**config.mk**
```make
export PLATFORM = sky130hd
export DESIGN_NAME = ternary_trit_streamer
export DESIGN_NICKNAME = d
export VERILOG_FILES = /design/src/rtl/tfmbs_pkg.sv /design/src/rtl/tfmbs_trit_shift.sv /design/src/rtl/ternary_trit_streamer.sv
export SDC_FILE = /design/constraint.sdc
export NUM_CORES = 1
export LEC_CHECK = 0
export BUFFER_PORTS_ARGS = -buffer_cell sky130_fd_sc_hd__buf_2
export CAP_MARGIN = 20
export CORE_MARGIN = 1.5
export CORE_UTILIZATION = 50
export DETAILED_ROUTE_END_ITERATION = 6
export HOLD_SLACK_MARGIN = 0.08
export PLACE_DENSITY = 0.76
export REMOVE_ABC_BUFFERS = 1
export SETUP_SLACK_MARGIN = 0.02
export SLEW_MARGIN = 15
export SYNTH_ARGS = -nofsm -noshare
export SYNTH_HDL_FRONTEND = slang
export SYNTH_SLANG_ARGS = --single-unit
```
**constraint.sdc**
```tcl
create_clock -name clk -period 2.5 [get_ports clk]
set_input_delay 0.125 -clock clk [delete_from_list [all_inputs] [get_ports clk]]
set_output_delay 0.125 -clock clk [all_outputs]
set_load 0.02 [all_outputs]
```
**src/rtl/tfmbs_pkg.sv**
```systemverilog
// rtl/tfmbs_pkg.sv - shared trit encodings, kernel codes and streamer FSM states
package tfmbs_pkg;

    localparam int TRITS_PER_WORD = 16;
    localparam int TRIT_W         = 2;
    localparam int WORD_W         = TRITS_PER_WORD * TRIT_W;
    localparam int IDX_W          = $clog2(TRITS_PER_WORD);

    // Kernel codes understood by the lane ALU
    localparam logic [2:0] OP_DOT = 3'h1;
    localparam logic [2:0] OP_MUL = 3'h3;

    // Balanced-ternary trit encodings
    localparam logic [1:0] TRIT_ZERO = 2'b00;
    localparam logic [1:0] TRIT_POS  = 2'b01;
    localparam logic [1:0] TRIT_NEG  = 2'b10;
    localparam logic [1:0] TRIT_ILL  = 2'b11;

    typedef enum logic [1:0] {
        ST_IDLE  = 2'd0,
        ST_LOAD  = 2'd1,
        ST_SHIFT = 2'd2,
        ST_DONE  = 2'd3
    } state_t;

    function automatic logic trit_is_illegal(input logic [1:0] t);
        return (t == TRIT_ILL);
    endfunction

    // Illegal codes are replaced by zero so the ALU never sees 2'b11
    function automatic logic [1:0] sanitize_trit(input logic [1:0] t);
        return trit_is_illegal(t) ? TRIT_ZERO : t;
    endfunction

endpackage

```
**src/rtl/tfmbs_trit_shift.sv**
```systemverilog
// rtl/tfmbs_trit_shift.sv - paired 16-trit shift register with illegal-code sanitising
module tfmbs_trit_shift
    import tfmbs_pkg::*;
(
    input  logic              clk,
    input  logic              reset,
    input  logic              load,
    input  logic              shift,
    input  logic              present,
    input  logic [WORD_W-1:0] in_weight_word,
    input  logic [WORD_W-1:0] in_trit_word,
    output logic [1:0]        weight,
    output logic [1:0]        trit_in,
    output logic              illegal
);

    logic [WORD_W-1:0] weight_sr;
    logic [WORD_W-1:0] trit_sr;
    logic [1:0]        weight_raw;
    logic [1:0]        trit_raw;

    assign weight_raw = weight_sr[1:0];
    assign trit_raw   = trit_sr[1:0];

    // Load wins over shift so a back-to-back reload at trit 15 starts cleanly at trit 0
    always_ff @(posedge clk or posedge reset) begin
        if (reset) begin
            weight_sr <= '0;
            trit_sr   <= '0;
        end else if (load) begin
            weight_sr <= in_weight_word;
            trit_sr   <= in_trit_word;
        end else if (shift) begin
            weight_sr <= {TRIT_ZERO, weight_sr[WORD_W-1:TRIT_W]};
            trit_sr   <= {TRIT_ZERO, trit_sr[WORD_W-1:TRIT_W]};
        end
    end

    // Present the current trit pair only while the lane is enabled; zero otherwise
    always_comb begin
        weight  = TRIT_ZERO;
        trit_in = TRIT_ZERO;
        illegal = 1'b0;
        if (present) begin
            weight  = sanitize_trit(weight_raw);
            trit_in = sanitize_trit(trit_raw);
            illegal = trit_is_illegal(weight_raw) | trit_is_illegal(trit_raw);
        end
    end

endmodule

```
**src/rtl/ternary_trit_streamer.sv**
```systemverilog
// rtl/ternary_trit_streamer.sv - streams packed trit word pairs to a lane ALU one trit per cycle
module ternary_trit_streamer
    import tfmbs_pkg::*;
#(
    parameter int CNT_W = 16
) (
    input  logic             clk,
    input  logic             reset,
    input  logic             start,
    input  logic [CNT_W-1:0] length,
    input  logic [2:0]       op_mode_in,
    input  logic             in_valid,
    output logic             in_ready,
    input  logic [31:0]      in_weight_word,
    input  logic [31:0]      in_trit_word,
    output logic [1:0]       weight,
    output logic [1:0]       trit_in,
    output logic [2:0]       op_mode,
    output logic             enable,
    output logic             busy,
    output logic             done,
    output logic             enc_err
);

    state_t           state;
    state_t           state_next;
    logic [CNT_W-1:0] remaining;
    logic [IDX_W-1:0] idx;
    logic             zero_done;
    logic             in_shift;
    logic             last_trit;
    logic             word_end;
    logic             more_after;
    logic             handshake;
    logic             start_job;
    logic             start_zero;
    logic             illegal;

    assign in_shift   = (state == ST_SHIFT);
    assign last_trit  = (remaining == CNT_W'(1));
    assign more_after = (remaining > CNT_W'(1));
    assign word_end   = (idx == IDX_W'(TRITS_PER_WORD - 1));
    assign start_job  = (state == ST_IDLE) & start & (length != '0);
    assign start_zero = (state == ST_IDLE) & start & (length == '0);

    // A new word pair is wanted while waiting in LOAD, or on the last trit of a word
    // that still has trits to follow, which lets the reload happen without a bubble
    assign in_ready  = (state == ST_LOAD) | (in_shift & word_end & more_after);
    assign handshake = in_valid & in_ready;

    assign enable = in_shift;
    assign busy   = (state != ST_IDLE);
    assign done   = (state == ST_DONE) | zero_done;

    tfmbs_trit_shift u_shift (
        .clk            (clk),
        .reset          (reset),
        .load           (handshake),
        .shift          (in_shift),
        .present        (in_shift),
        .in_weight_word (in_weight_word),
        .in_trit_word   (in_trit_word),
        .weight         (weight),
        .trit_in        (trit_in),
        .illegal        (illegal)
    );

    // Next-state decode for the job FSM
    always_comb begin
        state_next = state;
        case (state)
            ST_IDLE: begin
                if (start_job) begin
                    state_next = ST_LOAD;
                end
            end
            ST_LOAD: begin
                if (handshake) begin
                    state_next = ST_SHIFT;
                end
            end
            ST_SHIFT: begin
                if (last_trit) begin
                    state_next = ST_DONE;
                end else if (word_end && !handshake) begin
                    state_next = ST_LOAD;
                end
            end
            ST_DONE: begin
                state_next = ST_IDLE;
            end
            default: begin
                state_next = ST_IDLE;
            end
        endcase
    end

    // State register
    always_ff @(posedge clk or posedge reset) begin
        if (reset) begin
            state <= ST_IDLE;
        end else begin
            state <= state_next;
        end
    end

    // Remaining trit pairs in the job; counts down once per enabled cycle
    always_ff @(posedge clk or posedge reset) begin
        if (reset) begin
            remaining <= '0;
        end else if (start_job) begin
            remaining <= length;
        end else if (in_shift) begin
            remaining <= remaining - CNT_W'(1);
        end
    end

    // Trit index within the current word; restarts at 0 on every word capture
    always_ff @(posedge clk or posedge reset) begin
        if (reset) begin
            idx <= '0;
        end else if (start_job || handshake) begin
            idx <= '0;
        end else if (in_shift) begin
            idx <= idx + IDX_W'(1);
        end
    end

    // Kernel code held for the whole job and beyond, until the next accepted start
    always_ff @(posedge clk or posedge reset) begin
        if (reset) begin
            op_mode <= '0;
        end else if (start_job) begin
            op_mode <= op_mode_in;
        end
    end

    // Sticky encoding error, cleared only by a new job
    always_ff @(posedge clk or posedge reset) begin
        if (reset) begin
            enc_err <= 1'b0;
        end else if (start_job) begin
            enc_err <= 1'b0;
        end else if (illegal) begin
            enc_err <= 1'b1;
        end
    end

    // Zero-length job completes immediately without leaving IDLE
    always_ff @(posedge clk or posedge reset) begin
        if (reset) begin
            zero_done <= 1'b0;
        end else begin
            zero_done <= start_zero;
        end
    end

endmodule

```
# Word-level counts from Yosys, hierarchy flattened
# Index checks and enable logic that the tools add are counted.
# W data, S select, Z words.
[totals]
reg_bits = 91
in_bits = 87
[classes]
n_mux = 20
bitwise = 9
n_reduce_logical = 12
eq_ne = 10
addsub = 2
magnitude_cmp = 1
[ops]
columns = ["cell", "count"]
rows = [
  ["$mux W32", 4],
  ["$mux W16", 2],
  ["$eq A16 B1 Y1 const B", 1],
  ["$gt A16 B1 Y1 const B", 1],
  ["$logic_not A16 Y1", 1],
  ["$mux W2", 8],
  ["$reduce_bool A16 Y1", 1],
  ["$sub A16 B1 Y16 const B", 1],
  ["$reduce_bool A2 Y1", 5],
  ["$eq A2 B2 Y1 const B", 4],
  ["$mux W4", 2],
  ["$pmux W2 S4", 1],
  ["$and A1 B1 Y1", 6],
  ["$add A4 B1 Y4 const B", 1],
  ["$eq A4 B4 Y1 const B", 1],
  ["$ne A2 B2 Y1 const B", 2],
  ["$mux W1", 3],
  ["$ne A3 B1 Y1 const B", 1],
  ["$or A1 B1 Y1", 3],
  ["$reduce_and A3 Y1", 1],
  ["$eq A2 B1 Y1 const B", 1],
  ["$logic_not A2 Y1", 1],
  ["$logic_and A1 B1 Y1", 1],
  ["$logic_not A1 Y1", 1],
  ["$logic_or A1 B1 Y1", 1],
]

# Longest topological paths before layout
# Gate-level depths: netlist of run 1.
[logic_depth]
word_depth = 10
depth_mapped = 8

# Modules after synthesis
# Synthesis of run 1 repeated with hierarchy kept, for this count alone.
[hier_totals]
cells_unflattened = 450
area_unflattened_um2 = 4588.2
[by_module_without_submodules]
columns = ["module", "cells_per_inst", "area_per_inst_um2", "seq_area_each_um2", "instances"]
rows = [
  ["tfmbs_trit_shift", 285, 2997.9, 1601.5, 1],
  ["ternary_trit_streamer", 165, 1590.3, 675.6, 1],
]

# Worst setup path before layout of run 1
# Ideal clock, no wire load.
[synth_path]
path_kind = "register -> register"
from = "reg remaining[0]"
to = "reg u_shift.trit_sr[0]"
path_stages_with_launch = 8
synth_period_minus_slack_ns = 2.015
setup_time_ns = 0.125
required_ns = 2.375
arrival_time_ns = 1.890
path_slack_ns = 0.485
path_cell_list = "dfrtp_1 inv_1 ha_1 o2111a_2 o311a_4 buf_12 buf_12 mux2_4"
[synth_via]
elab_chain_len = 5
elab_cells_between_ends = 6
[synth_lines]
columns = ["item", "line", "text"]
rows = [
  ["from (decl)", "ternary_trit_streamer.sv:27", "logic [CNT_W-1:0] remaining;"],
  ["from (signal assigned)", "ternary_trit_streamer.sv:112", "remaining <= length;"],
  ["from (signal assigned)", "ternary_trit_streamer.sv:114", "remaining <= remaining - CNT_W'(1);"],
  ["$gt A16 B1 Y1 (*)", "ternary_trit_streamer.sv:41", "assign more_after = (remaining > CNT_W'(1));"],
  ["$and A1 B1 Y1 (*)", "ternary_trit_streamer.sv:48", "assign in_ready = (state == ST_LOAD) | (in_shift & word_end & more_after);"],
  ["$or A1 B1 Y1 (*)", "ternary_trit_streamer.sv:48", ""],
  ["$and A1 B1 Y1 (*)", "ternary_trit_streamer.sv:49", "assign handshake = in_valid & in_ready;"],
  ["$mux W32 or $reduce_bool A2 Y1 (tied branches)", "-", ""],
  ["to (signal assigned)", "tfmbs_trit_shift.sv:32", "trit_sr <= in_trit_word;"],
  ["to (signal assigned)", "tfmbs_trit_shift.sv:35", "trit_sr <= {TRIT_ZERO, trit_sr[WORD_W-1:TRIT_W]};"],
  ["to (decl)", "tfmbs_trit_shift.sv:18", "logic [WORD_W-1:0] trit_sr;"],
]
# Mark *: on every way between the ends. The rest lies on a longest branch, timed or not.
# A chain may end at the register's enable or synchronous reset.

# Worst setup path after layout of run 1
[layout_path]
from = "reg remaining[0]"
to = "reg u_shift.weight_sr[18]"
[layout_via]
elab_chain_len = 5
elab_cells_between_ends = 6
[layout_lines]
columns = ["item", "line", "text"]
rows = [
  ["$gt A16 B1 Y1 (*)", "ternary_trit_streamer.sv:41", ""],
  ["$and A1 B1 Y1 (*)", "ternary_trit_streamer.sv:48", ""],
  ["$or A1 B1 Y1 (*)", "ternary_trit_streamer.sv:48", ""],
  ["$and A1 B1 Y1 (*)", "ternary_trit_streamer.sv:49", ""],
  ["$mux W32 or $reduce_bool A2 Y1 (tied branches)", "-", ""],
  ["to (signal assigned)", "tfmbs_trit_shift.sv:31", "weight_sr <= in_weight_word;"],
  ["to (signal assigned)", "tfmbs_trit_shift.sv:34", "weight_sr <= {TRIT_ZERO, weight_sr[WORD_W-1:TRIT_W]};"],
  ["to (decl)", "tfmbs_trit_shift.sv:17", "logic [WORD_W-1:0] weight_sr;"],
]
# Marked as above.

==> metrics.csv, run 1 <==
metric,value,unit
cp_cell_sequence,inv_1 -> ha_1 -> o2111a_2 -> o311a_4 -> buf_12 -> mux2_4,
preCtsSetupSlack,284,ps
overflow,0,
cp-end-kind,flop,
irDropWorstVdd,0.000723,V
synth_edf_count,0,
syn_avg_cell_area,9.93,µm²
cts_tree,yes,
rrSetupSlack,260,ps
clk_latency,380,ps
hold_viol_final,0,
cp_max_fo,23,
pin_count,99,
cp_data_required_time,2770,ps
post_dp_cell_area,0.00580,mm²
n_antenna_cell,0,
hold_path_class,in -> reg,
ys_seq_area_share,43.9,%
grtUsageTotal,25.3,%
setup_viol,0,
synth_common_cells,"nand2_1 (199), dfrtp_1 (91), mux2_4 (57)",
fillCellCount,731,
drcViolationCount,0,
grt_pass1_vias,4734,
clock-skew-final,14.7,ps
syn-cell-area,0.00518,mm²
wirelength,13300,µm
vias_per_cell,5.39,
fin_crit_sh,89.6,%
synth.most_common_cell,nand2_1,
synth_top_flop_cell,dfrtp_1,
cts_inserted_buffers,9,
cts-root-buf,clkbuf_8,
antenna_found_initial,0,
status,completed,
cts_hold_buf,84,
drt_iter0_drc,278,
port_buffers,98,
drtAntennaViolNets,0,
wl_met2,6840,µm
die_y,105,µm
period_needed,2240,ps
path_class,reg -> reg,
grt_max_degree,92,
cp.arrival,2510,ps
critPathMaxStageDelay,510,ps
h-tree-depth,3,
start_kind,flop,
drtPass1Iterations,5,
clkTransAtPathRegs,100,ps
synth.area.top_cells,"dfrtp_1 (44%), mux2_4 (17%), nand2_1 (14%), buf_12 (2.3%), mux2_2 (2.0%)",
maxSlewHeadroom,57.6,%
drive_gt1_share,29.8,%
place_congestion,0.821,
cts-resized-gates,0,
die_w,105,µm
clkSinkCount,91,
max_cap_violations,0,
critPathSlowestCell,o311a_4,
p_per_area,1080,mW/mm²
synth.top_cell.area_share,43.9,%
fin_area,0.00684,mm²
slew_violations,0,
synth_largest_area_cell,dfrtp_1,
cts_setup_buffers,0,
rsz0062_at_grt,false,
met3_length,535,µm
met1Wirelength,5470,µm
p_leak,0.00352,µW
core_area,0.00991,mm²
ys_types,56,
clockBufferDepth,2,
fmax,0.446,GHz
synthArstFlopShare,100,%
ys_seq_elements,91,
nNetsFinal,793,
dr.max_layer_used,met4,
tightest_slew,633,ps
synth_cells,522,
grt_pass1_wl,22200,µm
die_area,0.0110,mm²
fin_ws,259,ps
initial_core_util,52.3,%
rows,36,
routedWlPerCell,15.8,µm
place.detailed.hpwl,8090,µm
yosys_warnings,0,
vias,4536,
syn2layout_area_growth,31.9,%
worst max-delay path: cells and delay by family, from the launching register on:
family | cells | cell delay [ps]
AOI/OAI and AO/OA | 2 | 810
buffers and inverters | 2 | 310
DFF | 1 | 460
adders and majority gates | 1 | 230
muxes | 1 | 310
layer usage:
layer,vias up,GRT usage [%]
li1,2144,-
met1,2221,29.7
met2,131,44.4
met3,40,4.43
met4,0,12.7
met5,-,0
flip-flops by register name, indices dropped and copies added, names as in the netlist:
name and flops:
u_shift.trit_sr 32, u_shift.weight_sr 32, remaining 16, idx 4, op_mode 3, state 2, enc_err 1, zero_done 1
report_power, final:
| group | switching (µW) | internal (µW) |
|---|---|---|
| Clock | 549 | 494 |
| Sequential | 513 | 2120 |
| Combinational | 1780 | 1900 |
| Total | 2840 | 4510 |
path summary, 6_finish.rpt:
kind                         startpoint               endpoint  cells past startpoint
min reg2reg                     enc_err                enc_err                      2
min in group asynchronous         reset  u_shift.weight_sr[19]                      4
min                               start              zero_done                      3
max in group asynchronous         reset          remaining[10]                      4
max                        remaining[0]  u_shift.weight_sr[18]                      6
max reg2reg                remaining[0]  u_shift.weight_sr[18]                      6
per-stage QoR:
stage / power (µW) / utilization [%] / setup TNS, ps / cells / hold WS, ps
3_5_place_dp: 6180 / 58.5 / 0 / 741 / 279
2_1_floorplan: 5230 / - / -184000 / 493 / 264
4_1_cts: 7320 / 69.0 / 0 / 841 / 103
5_1_grt: 7880 / 69.0 / 0 / 841 / 134
6_report: 7350 / 69.0 / 0 / 841 / 115
3_3_place_gp: 6020 / 58.5 / 0 / 741 / 274
area by class of cell:
cell class / instances / area, µm² / area share [%]
Multi-Input combinational cell: 395 / 2660 / 38.9
Tap cell: 133 / 166 / 2.43
Clock inverter: 5 / 60.1 / 0.878
Inverter: 7 / 27.5 / 0.402
Sequential cell: 91 / 2280 / 33.3
Timing Repair Buffer: 199 / 1510 / 22.1
Clock buffer: 11 / 141 / 2.07
cells in the final DEF, fill, tap and decap left out, types with 9 or more instances in the layout:
cell             n
nand2_1        199
buf_2           98
o211ai_1         9
nand3_1         16
mux2_4          57
buf_4           13
mux2_2           9
dfrtp_1         91
dlygate4sd3_1   84
nor2_1          12
clkbuf_8        10
cells by family after synthesis:
kind of cell / share of synthesized area [%]
adder cells (fa/ha/maj): 0.724
buffers and inverters: 4.83
AO/OA/AOI/OAI: 7.41
AND/OR/NAND/NOR: 23.1
flip-flops: 43.9
multiplexers: 18.7
XOR/XNOR: 1.35
(Power assumes the default switching activity.)
==> run 2: changes to the inputs <==
--- a/config.mk
+++ b/config.mk
@@ -7,11 +7,11 @@
 export LEC_CHECK = 0
 export BUFFER_PORTS_ARGS = -buffer_cell sky130_fd_sc_hd__buf_2
 export CAP_MARGIN = 20
-export CORE_MARGIN = 1.5
-export CORE_UTILIZATION = 50
+export CORE_MARGIN = 1
+export CORE_UTILIZATION = 51
 export DETAILED_ROUTE_END_ITERATION = 6
 export HOLD_SLACK_MARGIN = 0.08
-export PLACE_DENSITY = 0.76
+export PLACE_DENSITY = 0.77
 export REMOVE_ABC_BUFFERS = 1
 export SETUP_SLACK_MARGIN = 0.02
 export SLEW_MARGIN = 15
==> run 2 against run 1 <==
  * Register-to-register slack improved by 30 ps
  * Via count about the same
  * Clock power shrank 10%
  * Utilization increased by 0.34 points
  * Largest cell class unchanged
  * Die area is 3.8% lower
  * Sequential power hardly changed
  * Power down 1.4%
  * Flip-flop and latch count did not move
  * First-iteration DRC count increased by 11%
  * Final cell count grew 0.12%
  * Combinational power about the same
==> metrics.csv, run 2 (synthesis results as in run 1) <==
metric,value,unit,change
clockBufferDepth,2,,unchanged
timing.hold.ws,115,ps,+0.0470 ps
h-tree-depth,3,,unchanged
drtPass1Iterations,5,,unchanged
fin_area,0.00681,mm²,-0.42%
post_dp_cell_area,0.00579,mm²,-0.22%
hold_path_class,in -> reg,,
core_area,0.00982,mm²,-0.91%
grt_pass1_vias,4488,,-5.2%
p_per_area,1060,mW/mm²,-0.97%
tightest_slew,612,ps,-20.7 ps
place_congestion,0.849,,+3.5%
clkSinkCount,91,,unchanged
cp_max_fo,18,,-22%
start_kind,flop,,
clock-skew-final,12.2,ps,-2.50 ps
reg_top3,"u_shift.trit_sr (32), u_shift.weight_sr (32), remaining (16)",,
drt_iter0_drc,309,,+11%
finalSetupTns,0,ps,unchanged
grt_max_degree,69,,-25%
fillCellCount,747,,+2.2%
fin_crit_sh,88.6,%,-1.0 points
path_class,reg -> reg,,
status,completed,,
p_total,7250,µW,-1.4%
rows,36,,unchanged
wirelength,13400,µm,+0.81%
place.detailed.hpwl,7870,µm,-2.8%
antenna_found_initial,0,,unchanged
clk_latency,370,ps,about the same
die_y,103,µm,-1.9%
cts_inserted_buffers,9,,unchanged
routedWlPerCell,15.9,µm,+0.69%
setup_viol,0,,unchanged
vias,4540,,+0.088%
port_buffers,98,,unchanged
maxSlewHeadroom,59.0,%,+1.4 points
period_needed,2220,ps,-25.4 ps
grt_pass1_wl,21000,µm,-5.2%
layout_common_cells,"nand2_1 (199), buf_2 (98), dfrtp_1 (91)",,
irDropWorstVdd,0.000565,V,-22%
cp_data_required_time,2760,ps,about the same
hold_viol_final,0,,unchanged
drcViolationCount,0,,unchanged
cp-end-kind,flop,,
cp.arrival,2480,ps,-30 ps
drtAntennaViolNets,0,,unchanged
overflow,0,,unchanged
grtUsageTotal,26.0,%,+0.70 points
die_w,103,µm,-1.9%
n_antenna_cell,0,,unchanged
drive_gt1_share,29.8,%,-0.042 points
reg2reg_depth,5,,-1
cts-root-buf,clkbuf_8,,
slew_violations,0,,unchanged
initial_core_util,52.8,%,+0.48 points
vias_per_cell,5.39,,about the same
min_path_cells,3,,unchanged
clkTransAtPathRegs,90,ps,about the same
pin_count,99,,unchanged
cts_tree,yes,,
nNetsFinal,794,,+0.13%
p_leak,0.00352,µW,-0.20%
rsz0062_at_grt,false,,
die_area,0.0106,mm²,-3.8%
fmax,0.451,GHz,+1.1%
final_common_cell,nand2_1,,
syn2layout_area_growth,31.4,%,
max_cap_violations,0,,unchanged
-- run 2: cell count changes in the layout (fill, tap and decap cells not counted), sizes merged --
cell / delta
clkbuf: -1
clkinvlp: -1
inv: +2
dlygate4sd3: +1
clkinv: +1
bufinv: -1
-- run 2: worst paths after layout --
path,slack (ps),to,start
min in group asynchronous,330,u_shift.weight_sr[16],reset
min reg2reg,510,op_mode[1],op_mode[1]
max in group asynchronous,1450,u_shift.trit_sr[25],reset
max,280,u_shift.trit_sr[29],remaining[7]
max reg2reg,280,u_shift.trit_sr[29],remaining[7]
min,110,zero_done,start
-- run 2: where the power goes --
group | leakage (µW) | switching (µW) | internal (µW)
clock | 0.0000929 | 561 | 375
sequential | 0.00116 | 509 | 2120
combinational | 0.00227 | 1810 | 1880
-- run 2: metrics by stage --
stage               util [%]  setup WS [ps]  cells
finish                  69.4            284    842
global route            69.4            220    842
CTS                     69.4            289    842
detailed placement      58.9            295    741
global placement        58.9            372    741
floorplan                  -          -2490    493
-- run 2: layout make-up --
cell class	count	area (µm²)	share of cell area (%)
sequential	91	2280	33.4
clock inverter	6	47.5	0.698
clock buffer	10	128	1.87
inverter	7	27.5	0.404
multi-input combinational	395	2660	39.0
timing repair buffer	200	1510	22.1
tap	133	166	2.44
-- run 2: critical path, stage by stage, from the launching register on --
cell and delay (ps):
dfrtp_1 440, nor4_4 450, o2111a_2 310, o311a_4 230, buf_4 300, mux2_2 370
-- run 2: metal layers --
| layer | track usage, % | wire length, µm |
|---|---|---|
| met2 | 44.4 | 6800 |
| met5 | 0 | 0 |
| met1 | 31.9 | 5600 |
| met4 | 12.7 | 466 |
| met3 | 4.68 | 535 |
-- run 2: timing repair --
| item | in CTS | in global routing |
|---|---|---|
| buffers inserted | 0 | 0 |
| hold buffers | 85 | 0 |
| endpoints found under the hold margin | 107 | 0 |
| gates resized for setup | 0 | 0 |
